==> src/rtl/player_pkg.sv <==
// Shared definitions for the player unit: opcodes, directions, instruction fields, FSM states
// and the one-axis step-and-clamp helper used for movement.
package player_pkg;

   localparam logic [3:0] OP_NOP = 4'b0000;
   localparam logic [3:0] OP_MOV = 4'b0101;
   localparam logic [3:0] OP_SHP = 4'b0110;

   localparam logic [3:0] DIR_UP    = 4'd0;
   localparam logic [3:0] DIR_RIGHT = 4'd1;
   localparam logic [3:0] DIR_DOWN  = 4'd2;
   localparam logic [3:0] DIR_LEFT  = 4'd3;

   typedef enum logic [1:0] {
      ALIVE  = 2'd0,
      INVULN = 2'd1,
      DEAD   = 2'd2
   } state_t;

   function automatic logic [3:0] instr_op(input logic [15:0] instr);
      return instr[15:12];
   endfunction

   function automatic logic [3:0] instr_dir(input logic [15:0] instr);
      return instr[11:8];
   endfunction

   function automatic logic [7:0] instr_operand(input logic [15:0] instr);
      return instr[7:0];
   endfunction

   // Widening to 11 bits keeps pos-step and pos+step from wrapping before the clamp.
   function automatic logic [9:0] step_clamp(input logic [9:0]  pos,
                                             input logic        inc,
                                             input logic [10:0] step,
                                             input logic [10:0] lo,
                                             input logic [10:0] hi);
      logic [10:0] p;
      logic [10:0] r;
      p = {1'b0, pos};
      if (inc) r = (p + step > hi) ? hi : p + step;
      else     r = (p < lo + step) ? lo : p - step;
      return 10'(r);
   endfunction

endpackage

==> src/rtl/frame_timer.sv <==
// Loadable down-counter advanced by frame_tick; done marks the tick that takes it from 1 to 0,
// idle is high while the count sits at zero.
module frame_timer #(
   parameter int WIDTH = 8
) (
   input  logic             clk,
   input  logic             reset,
   input  logic             load,
   input  logic [WIDTH-1:0] load_val,
   input  logic             tick,
   output logic             done,
   output logic             idle
);

   logic [WIDTH-1:0] count_q, count_d;

   always_comb begin
      count_d = count_q;
      if (load)                          count_d = load_val;
      else if (tick && count_q != '0)    count_d = count_q - WIDTH'(1);
   end

   always_ff @(posedge clk or posedge reset) begin
      if (reset) count_q <= '0;
      else       count_q <= count_d;
   end

   assign done = tick && (count_q == WIDTH'(1));
   assign idle = (count_q == '0);

endmodule

==> src/rtl/player_unit.sv <==
// Player instruction executor for DODGE: movement, HP/hit handling and the ALIVE/INVULN/DEAD FSM.
// Define HP_REGEN_EN to add slow HP regeneration while ALIVE.
module player_unit
   import player_pkg::*;
#(
   parameter int ARENA_X0    = 200,
   parameter int ARENA_X1    = 440,
   parameter int ARENA_Y0    = 240,
   parameter int ARENA_Y1    = 400,
   parameter int PLAYER_SIZE = 16,
   parameter int STEP        = 4,
   parameter int MAX_HP      = 20,
   parameter int HIT_DMG     = 3,
   parameter int INV_FRAMES  = 30
) (
   input  logic        clk,
   input  logic        reset,
   input  logic [15:0] instr,
   input  logic        frame_tick,
   input  logic        hit,
   output logic [9:0]  player_x,
   output logic [9:0]  player_y,
   output logic [7:0]  hp,
   output logic        is_move,
   output logic        invuln,
   output logic        is_death
);

   localparam logic [10:0] X_MIN = 11'(ARENA_X0);
   localparam logic [10:0] X_MAX = 11'(ARENA_X1 - PLAYER_SIZE);
   localparam logic [10:0] Y_MIN = 11'(ARENA_Y0);
   localparam logic [10:0] Y_MAX = 11'(ARENA_Y1 - PLAYER_SIZE);
   localparam logic [10:0] STP   = 11'(STEP);
   localparam logic [9:0]  X_RST = 10'((ARENA_X0 + ARENA_X1 - PLAYER_SIZE) / 2);
   localparam logic [9:0]  Y_RST = 10'((ARENA_Y0 + ARENA_Y1 - PLAYER_SIZE) / 2);
   localparam logic [7:0]  HP_MAX = 8'(MAX_HP);
   localparam logic [7:0]  DMG    = 8'(HIT_DMG);

   state_t      state_q, state_d;
   logic [9:0]  x_q, x_d, y_q, y_d, nx, ny;
   logic [7:0]  hp_q, hp_d, hp_cap, hp_hit;
   logic        move_q, move_d, invuln_q, invuln_d, death_q, death_d;
   logic        shp_acc, mov_acc, inv_load, inv_done, inv_idle;
   logic [3:0]  op, dir;
   logic [7:0]  operand;

   assign op      = instr_op(instr);
   assign dir     = instr_dir(instr);
   assign operand = instr_operand(instr);
   assign shp_acc = (op == OP_SHP);
   assign mov_acc = (op == OP_MOV) && frame_tick && (state_q != DEAD) && (dir <= DIR_LEFT);
   assign hp_cap  = (operand > HP_MAX) ? HP_MAX : operand;
   assign hp_hit  = (hp_q > DMG) ? hp_q - DMG : 8'd0;

   frame_timer #(.WIDTH(8)) u_inv_timer (
      .clk      (clk),
      .reset    (reset),
      .load     (inv_load),
      .load_val (8'(INV_FRAMES)),
      .tick     (frame_tick),
      .done     (inv_done),
      .idle     (inv_idle)
   );

`ifdef HP_REGEN_EN
   logic regen_load, regen_done, regen_idle;
   // The regen window restarts whenever HP is touched from outside or the player leaves ALIVE.
   assign regen_load = (state_q != ALIVE) || hit || shp_acc || regen_done || regen_idle;

   frame_timer #(.WIDTH(8)) u_regen_timer (
      .clk      (clk),
      .reset    (reset),
      .load     (regen_load),
      .load_val (8'd120),
      .tick     (frame_tick),
      .done     (regen_done),
      .idle     (regen_idle)
   );
`endif

   always_comb begin
      nx = x_q;
      ny = y_q;
      case (dir)
         DIR_UP:    ny = step_clamp(y_q, 1'b0, STP, Y_MIN, Y_MAX);
         DIR_DOWN:  ny = step_clamp(y_q, 1'b1, STP, Y_MIN, Y_MAX);
         DIR_LEFT:  nx = step_clamp(x_q, 1'b0, STP, X_MIN, X_MAX);
         DIR_RIGHT: nx = step_clamp(x_q, 1'b1, STP, X_MIN, X_MAX);
         default:   ;
      endcase
   end

   // NOTE: every always_comb target gets a default first so no path can infer a latch.
   always_comb begin
      state_d  = state_q;
      x_d      = x_q;
      y_d      = y_q;
      hp_d     = hp_q;
      move_d   = 1'b0;
      inv_load = 1'b0;

      if (mov_acc) begin
         x_d    = nx;
         y_d    = ny;
         move_d = (nx != x_q) || (ny != y_q);
      end

      if (shp_acc) begin
         hp_d    = hp_cap;
         state_d = (hp_cap == 8'd0) ? DEAD : ALIVE;
      end else begin
         case (state_q)
            ALIVE: begin
               if (hit) begin
                  hp_d = hp_hit;
                  if (hp_hit == 8'd0) begin
                     state_d = DEAD;
                  end else begin
                     state_d  = INVULN;
                     inv_load = 1'b1;
                  end
               end
`ifdef HP_REGEN_EN
               else if (regen_done && hp_q < HP_MAX) begin
                  hp_d = hp_q + 8'd1;
               end
`endif
            end
            INVULN:  if (inv_done || inv_idle) state_d = ALIVE;
            DEAD:    hp_d = 8'd0;
            default: state_d = ALIVE;
         endcase
      end

      invuln_d = (state_d == INVULN);
      death_d  = (state_d == DEAD);
   end

   // NOTE: sequential state uses non-blocking assignments so all flops sample the same cycle.
   always_ff @(posedge clk or posedge reset) begin
      if (reset) begin
         state_q  <= ALIVE;
         x_q      <= X_RST;
         y_q      <= Y_RST;
         hp_q     <= HP_MAX;
         move_q   <= 1'b0;
         invuln_q <= 1'b0;
         death_q  <= 1'b0;
      end else begin
         state_q  <= state_d;
         x_q      <= x_d;
         y_q      <= y_d;
         hp_q     <= hp_d;
         move_q   <= move_d;
         invuln_q <= invuln_d;
         death_q  <= death_d;
      end
   end

   assign player_x = x_q;
   assign player_y = y_q;
   assign hp       = hp_q;
   assign is_move  = move_q;
   assign invuln   = invuln_q;
   assign is_death = death_q;

endmodule
==> config.mk <==
export PLATFORM = sky130hd
export DESIGN_NAME = player_unit
export DESIGN_NICKNAME = d
export VERILOG_FILES = /design/src/rtl/player_pkg.sv /design/src/rtl/frame_timer.sv /design/src/rtl/player_unit.sv
export SDC_FILE = /design/constraint.sdc
export NUM_CORES = 1
export LEC_CHECK = 0
export ABC_CLOCK_PERIOD_IN_PS = 4890
export CORE_ASPECT_RATIO = 1.1
export CORE_MARGIN = 10
export CORE_UTILIZATION = 51
export DETAILED_ROUTE_END_ITERATION = 10
export GPL_ROUTABILITY_DRIVEN = 0
export PLACE_DENSITY_LB_ADDON = 0.15
export SLEW_MARGIN = 20
export SYNTH_ARGS = -nofsm -noshare
export SYNTH_HDL_FRONTEND = slang
export SYNTH_HIERARCHICAL = 1
export SYNTH_SLANG_ARGS = --single-unit
==> constraint.sdc <==
create_clock -name clk -period 4.89 [get_ports clk]
set_input_delay 0.7335 -clock clk [delete_from_list [all_inputs] [get_ports clk]]
set_output_delay 0.7335 -clock clk [all_outputs]
set_load 0.03 [all_outputs]
==> results of run 1 <==
## cell families (layout without fill, tap and decap cells)
kind of cell / Yosys count / in the layout
AOI/OAI and AO/OA: 159 / 159
xor gates and xnor gates: 6 / 6
adders and majority gates: 8 / 8
DFF: 41 / 41
and+or+nand+nor: 211 / 211
buffers and inverters: 49 / 83
other: 2 / 8
muxes: 2 / 2
## report_power, final
group / switching [mW] / internal, mW / leakage, nW
sequential: 0.123 / 0.427 / 0.502
combinational: 0.406 / 0.317 / 1.02
clock: 0.132 / 0.203 / 0.0681
## critical path, cell delays in order
cell	delay, ns
clkdlybuf4s50_1	0.47
nor3_2	0.54
and2_1	0.34
nand3b_1	0.16
a31oi_1	0.69
o22ai_1	0.14
nand2_1	0.10
a41oi_1	0.10
o41a_1	0.38
## cell usage after synthesis (5+ instances only)
| master | instances |
|---|---|
| nor2_1 | 59 |
| nand2_1 | 49 |
| a21oi_1 | 37 |
| o21ai_0 | 33 |
| dfrtp_1 | 31 |
| nor3_1 | 19 |
| inv_1 | 18 |
| nand3_1 | 16 |
| clkbuf_1 | 15 |
| buf_2 | 12 |
| dfstp_2 | 10 |
| ha_1 | 8 |
| o31ai_1 | 8 |
| or3_1 | 8 |
| nor4_1 | 7 |
| a31oi_1 | 6 |
| and2_1 | 6 |
| nor2b_1 | 6 |
| o211ai_1 | 6 |
| o21a_1 | 6 |
| nand2b_1 | 5 |
| nand4_1 | 5 |
| xnor2_1 | 5 |
## final cells by class
class	instances	area share
clock buffers	5	0.01621
multi-input cells	394	0.5554
repair buffers	55	0.1267
clock inverters	3	0.01532
inverters	20	0.01768
flip-flops and latches	41	0.2446
well taps	82	0.02416
## worst paths after layout
kind / startpoint / to / slack, ns
max in group asynchronous: reset / player_x[5]$_DFFE_PP1P_ / 3.43
worst max-delay path: instr[8] / is_move$_DFF_PP0_ / 1.42
worst min-delay path: player_x[0]$_DFFE_PP0P_ / player_x[0]$_DFFE_PP0P_ / 0.55
worst min register to register: player_x[0]$_DFFE_PP0P_ / player_x[0]$_DFFE_PP0P_ / 0.55
min in group asynchronous: reset / u_inv_timer/count_q[5]$_DFFE_PP0P_ / 0.71
worst max register to register: player_y[3]$_DFFE_PP1P_ / is_move$_DFF_PP0_ / 1.77
## flip-flops by register name, summed over array words and instances, names as in the netlist
name and cells:
state_q 2, player_x 10, u_inv_timer/count_q 8, invuln 1, hp 8, player_y 10, is_death 1, is_move 1
## through the flow
stage	hold slack (ns)	cell area [um^2]	util	setup WS, ns	std cells
global route	0.5736	4247	0.6329	1.152	600
global placement	0.5324	4113	0.6129	1.286	592
floorplan	0.5368	3597	-	1.952	484
CTS	0.5501	4247	0.6329	1.521	600
finish	0.5475	4247	0.6329	1.423	600
detailed placement	0.5306	4113	0.6129	1.191	592
## layer usage
| metal | share of wire | routed length, um |
|---|---|---|
| met1 | 0.41 | 4191 |
| met2 | 0.47 | 4863 |
| met3 | 0.099 | 1024 |
| met4 | 0.022 | 227 |
| met5 | 0 | 0 |
==> summary.md, run 1 <==
| Metric | Value |
|---|---|
| Status | finished clean |
| TritonCTS Buffers | 5 |
| PortBufs | 50 |
| Final WL | 10.31 mm |
| WL per Instance | 17.18 um |
| Die W | 99.83 um |
| Cell taking the most area after synthesis | dfrtp_1 |
| Share of the yosys chip area belonging to registers | 0.2905 |
| Main combinational cell family by area after synthesis | compound AO/OA/AOI/OAI gates |
| Count of different cell masters after synthesis | 78 |
| Mux cell area share after synthesis | 0.005600 |
| Worst-margin pin slew | 0.8920 ns |
| Initial antenna violation count | 0 |
| Post-Syn Instances | 478 |
| CTS tree | built |
| Met3 Use GR | 0.04367 |
| Synth async-reset ratio | 1.000 |
| Yosys top cell area share | 0.2170 |
| Startpoint Class | input port |
| Post-DP HPWL | 7.524 mm |
| Post-Syn Area | 3575 um^2 |
| GRT Total Usage | 0.1896 |
| Core ar. | 6710 um^2 |
| Max_slew headroom | 0.4025 |
| Max Cap Viol | 0 |
| Most frequent cells in the layout | nor2_1, clkdlybuf4s50_1, nand2_1, a21oi_1, o21ai_0 |
| Vias per inst | 6.503 |
| # diodes | 0 |
| Syn avg cell area | 7.478 um^2 |
| Main synth FF type | dfrtp_1 |
| CP Capture Type | flip-flop |
| Sequential Area | 1039 um^2 |
| Setup Buffers After CTS | 0 |
| RSZ-0062 raised after global routing | no |
| Worst Clk Skew | 0.01043 ns |
| H-tree Lvls | 2 |
| Setup CP Type | input port to flip-flop |
| Simple logic cell fraction of the synthesized area | 0.2996 |
| Layout-stage area growth over the synthesis result | 18.80% |
| Peak VDD IR | 352.6 uV |
| Die height | 107.8 um |
| Fin crit period | 3.467 ns |
| WP data required | 5.08 ns |
| Post-synth EDFFs | 0 |
| Area share of fa/ha/maj cells after synthesis | 0.02800 |
| CTS-repair resized insts | 0 |
| Yosys warns | 6 |
| Pre-antenna DRT Iters | 5 |
| Hold Vio Cnt, Final | 0 |
| Vias in the first global route | 3680 |
| Largest fanout on the critical path | 11 |
| Power Total | 1.606 mW |
| Nets | 545 |
| DR vias | 3902 |
| I/O Pins | 51 |
| Synth Area in XOR/XNOR | 0.01470 |
| Multi-input gate area | 2359 um^2 |
| GR Util met2 | 0.3062 |
| DIE AREA | 10760 um^2 |
| Clk_lat worst skew | 0.30 ns |
| Largest net degree at the start of global routing | 26 |
| Most common cell after layout, fill and taps aside | nor2_1 |
| Post-route ant nets | 0 |
| Hold Path Class | flip-flop to flip-flop |
| P per Cell Area | 378.2 nW/um^2 |
| Gr ovfl total | 0 |
| Initial Utilization | 0.5327 |
| Worst hold path depth | 1 |
| Largest cells by area after synthesis | dfrtp_1, dfstp_2, nor2_1 |
| GR peak layer | met2 |
| Max Clk Rate | 288.5 MHz |
| Post-CTS Hold Buffers | 0 |
| TNS Setup | 0 ns |
| Worst-path clk slew | 0.09 ns |
| Compound-Gate Fraction of Synth Area | 0.3017 |
| Met1 Use GR | 0.2404 |
| FF+latch count, synth | 41 |
| Clock buffer depth | 2 |
| Arrival @ worst endpoint | 3.65 ns |
| Final setup violation count | 0 |
| Fin. max-slew vios | 0 |
| Clock sinks | 41 |
| Starting DRC count in detailed routing | 293 |
| Leakage | 1.591 nW |
| Root buf cell | clkbuf_8 |
| DRC | 0 |
| R2r worst-path depth | 9 |
| Fin crit share | 0.7089 |
| Rows | 31 |
| First-pass GRT wire length | 17.51 mm |
| Layout cell share with drive strength beyond 1 | 0.07143 |
| Fillers | 609 |
Power figures use the tool's default switching activity.
==> run 2: changes to the inputs <==
--- a/config.mk
+++ b/config.mk
@@ -5,7 +5,7 @@
 export SDC_FILE = /design/constraint.sdc
 export NUM_CORES = 1
 export LEC_CHECK = 0
-export ABC_CLOCK_PERIOD_IN_PS = 4890
+export ABC_CLOCK_PERIOD_IN_PS = 3500
 export CORE_ASPECT_RATIO = 1.1
 export CORE_MARGIN = 10
 export CORE_UTILIZATION = 51
==> constraint.sdc (replaced) <==
create_clock -name clk -period 3.5 [get_ports clk]
set_input_delay 0.525 -clock clk [delete_from_list [all_inputs] [get_ports clk]]
set_output_delay 0.525 -clock clk [all_outputs]
set_load 0.03 [all_outputs]
==> summary.md, run 2 (synthesis gave the netlist of run 1 again) <==
| Metric | Value |
|---|---|
| Pre-antenna DRT Iters | 5 (unchanged) |
| Hold Vio Cnt, Final | 0 (unchanged) |
| Post-route ant nets | 0 (unchanged) |
| Max Cap Viol | 0 (unchanged) |
| DRC | 0 (unchanged) |
| Crit path from | player_x[3]$_DFFE_PP1P_ |
| Worst Clk Skew | 0.007790 ns (-0.002643 ns) |
| Fillers | 592 (-2.8%) |
| CTS tree | built |
| Vias per inst | 6.507 (about the same) |
| Startpoint Class | flip-flop |
| Crit Reg-Reg Endpoint | is_move$_DFF_PP0_ |
| Top routing layer used | met4 |
| Final setup violation count | 0 (unchanged) |
| TritonCTS Buffers | 5 (unchanged) |
| CP Capture Type | flip-flop |
| # diodes | 0 (unchanged) |
| Finished Layout Cells | 608 (+1.3%) |
| Max_slew headroom | 0.4643 (+0.06173) |
| Initial Utilization | 0.5327 (unchanged) |
| Peak VDD IR | 496.0 uV (+41%) |
| Final core occ | 0.6418 (+0.008950) |
| Fin. max-slew vios | 0 (unchanged) |
| TNS Setup | 0 ns (unchanged) |
| Finished Cell Area | 4307 um^2 (+1.4%) |
| Rows | 31 (unchanged) |
| Worst-path clk slew | 0.09 ns (about the same) |
| Die height | 107.8 um (unchanged) |
| Largest net degree at the start of global routing | 26 (unchanged) |
| P per Cell Area | 524.5 nW/um^2 (+39%) |
| Inst Count DP | 600 (+1.4%) |
| I/O Pins | 51 (unchanged) |
| Area post-placement | 4173 um^2 (+1.5%) |
| First-pass GRT wire length | 17.79 mm (+1.6%) |
| H-tree Lvls | 2 (unchanged) |
| Most frequent cells in the layout | nor2_1, clkdlybuf4s50_1, nand2_1, a21oi_1, o21ai_0 |
| Post-CTS Hold Buffers | 0 (unchanged) |
| Status | finished clean |
| M1 WL | 4.505 mm (+7.5%) |
| R2R Setup Slk | 0.48 ns (-1.29 ns) |
| Root buf cell | clkbuf_8 |
| Post-DP HPWL | 7.648 mm (+1.6%) |
| Initial antenna violation count | 0 (unchanged) |
| Fin crit period | 3.019 ns |
| Power Total | 2.259 mW (+41%) |
| Setup CP Type | flip-flop to flip-flop |
| Starting DRC count in detailed routing | 296 (+1.0%) |
| CTS-repair resized insts | 0 (unchanged) |
| Worst-margin pin slew | 0.7975 ns (-0.09457 ns) |
| Layout cell share with drive strength beyond 1 | 0.08745 (+0.01602) |
| WL per Instance | 17.38 um (+1.2%) |
| Met3 wire length | 1.049 mm (+2.4%) |
| Met2 routed WL | 4.771 mm (-1.9%) |
| Arrival @ worst endpoint | 3.21 ns (-0.44 ns) |
| PortBufs | 50 (unchanged) |
| DIE AREA | 10760 um^2 (unchanged) |
| RR Startpoint | player_x[3]$_DFFE_PP1P_ |
| Vias in the first global route | 3620 (-1.6%) |
| Nets | 553 (+1.5%) |
| R2r worst-path depth | 9 (unchanged) |
| Max Clk Rate | 331.3 MHz |
| Core ar. | 6710 um^2 (unchanged) |
| DR vias | 3956 (+1.4%) |
| Die W | 99.83 um (unchanged) |
| Final WL | 10.57 mm (+2.5%) |
| Clock buffer depth | 2 (unchanged) |
| Layout-stage area growth over the synthesis result | 20.48% |
| WP data required | 3.69 ns (-1.39 ns) |
| GRT Total Usage | 0.1950 (+0.005420) |
| Gr ovfl total | 0 (unchanged) |
| Clock sinks | 41 (unchanged) |
| RSZ-0062 raised after global routing | no |
| Hold Path Class | input port to async pin |
| Fin crit share | 0.8624 |
| Largest fanout on the critical path | 11 (unchanged) |
| CP endpoint | is_move$_DFF_PP0_ |
| Clk_lat worst skew | 0.30 ns (about the same) |
| Leakage | 1.628 nW (+2.3%) |
| Setup Buffers After CTS | 0 (unchanged) |
| Most common cell after layout, fill and taps aside | nor2_1 |
==> run 2: stage by stage <==
stage | hold slack, ns | setup slack, ns
final | 0.5243 | 0.4815
after global routing | 0.5473 | 0.1755
after CTS | 0.5039 | 0.5278
after detailed placement | 0.5280 | 0.5512
after global placement | 0.5183 | 0.5443
after floorplan | 0.3407 | 0.5621
==> run 2: layout make-up <==
| class | count | area (um^2) | area share |
|---|---|---|---|
| timing repair buffer | 63 | 598.1 | 0.1389 |
| inverter | 20 | 75.07 | 0.01743 |
| tap | 82 | 102.6 | 0.02382 |
| sequential | 41 | 1039 | 0.2411 |
| multi-input combinational | 394 | 2359 | 0.5476 |
| clock inverter | 3 | 65.06 | 0.01511 |
| clock buffer | 5 | 68.82 | 0.01598 |
==> run 2: layer usage <==
| metal | track usage | vias to the layer above |
|---|---|---|
| met4 | 0.06045 | 0 |
| met3 | 0.06037 | 34 |
| met1 | 0.2468 | 1816 |
| met2 | 0.3085 | 238 |
| met5 | 0 | - |
| li1 | - | 1868 |
==> run 2: power by group <==
| group | total (mW) | internal [mW] | switching, mW |
|---|---|---|---|
| registers | 0.766 | 0.596 | 0.170 |
| clock network | 0.469 | 0.284 | 0.186 |
| logic | 1.02 | 0.452 | 0.571 |
==> run 2: how the worst min path moves through the flow <==
stage	start	endpoint	slack [ns]
after floorplan	reset	u_inv_timer/count_q[0]$_DFFE_PP0P_	0.34
after CTS	reset	u_inv_timer/count_q[0]$_DFFE_PP0P_	0.50
after global routing	reset	u_inv_timer/count_q[1]$_DFFE_PP0P_	0.55
final	reset	u_inv_timer/count_q[4]$_DFFE_PP0P_	0.52
after detailed placement	player_x[1]$_DFFE_PP0P_	player_x[1]$_DFFE_PP0P_	0.53
after global placement	player_x[0]$_DFFE_PP0P_	player_x[0]$_DFFE_PP0P_	0.52
==> run 2: worst max-delay path, stage by stage, from the launching register on <==
cell and delay [ns]:
dfstp_2 0.66, ha_1 0.40, o311ai_1 0.22, a21boi_2 0.47, xnor2_1 0.13, nand3_1 0.15
o31ai_1 0.10, nor4_1 0.25, nand4_1 0.12, o41a_1 0.41
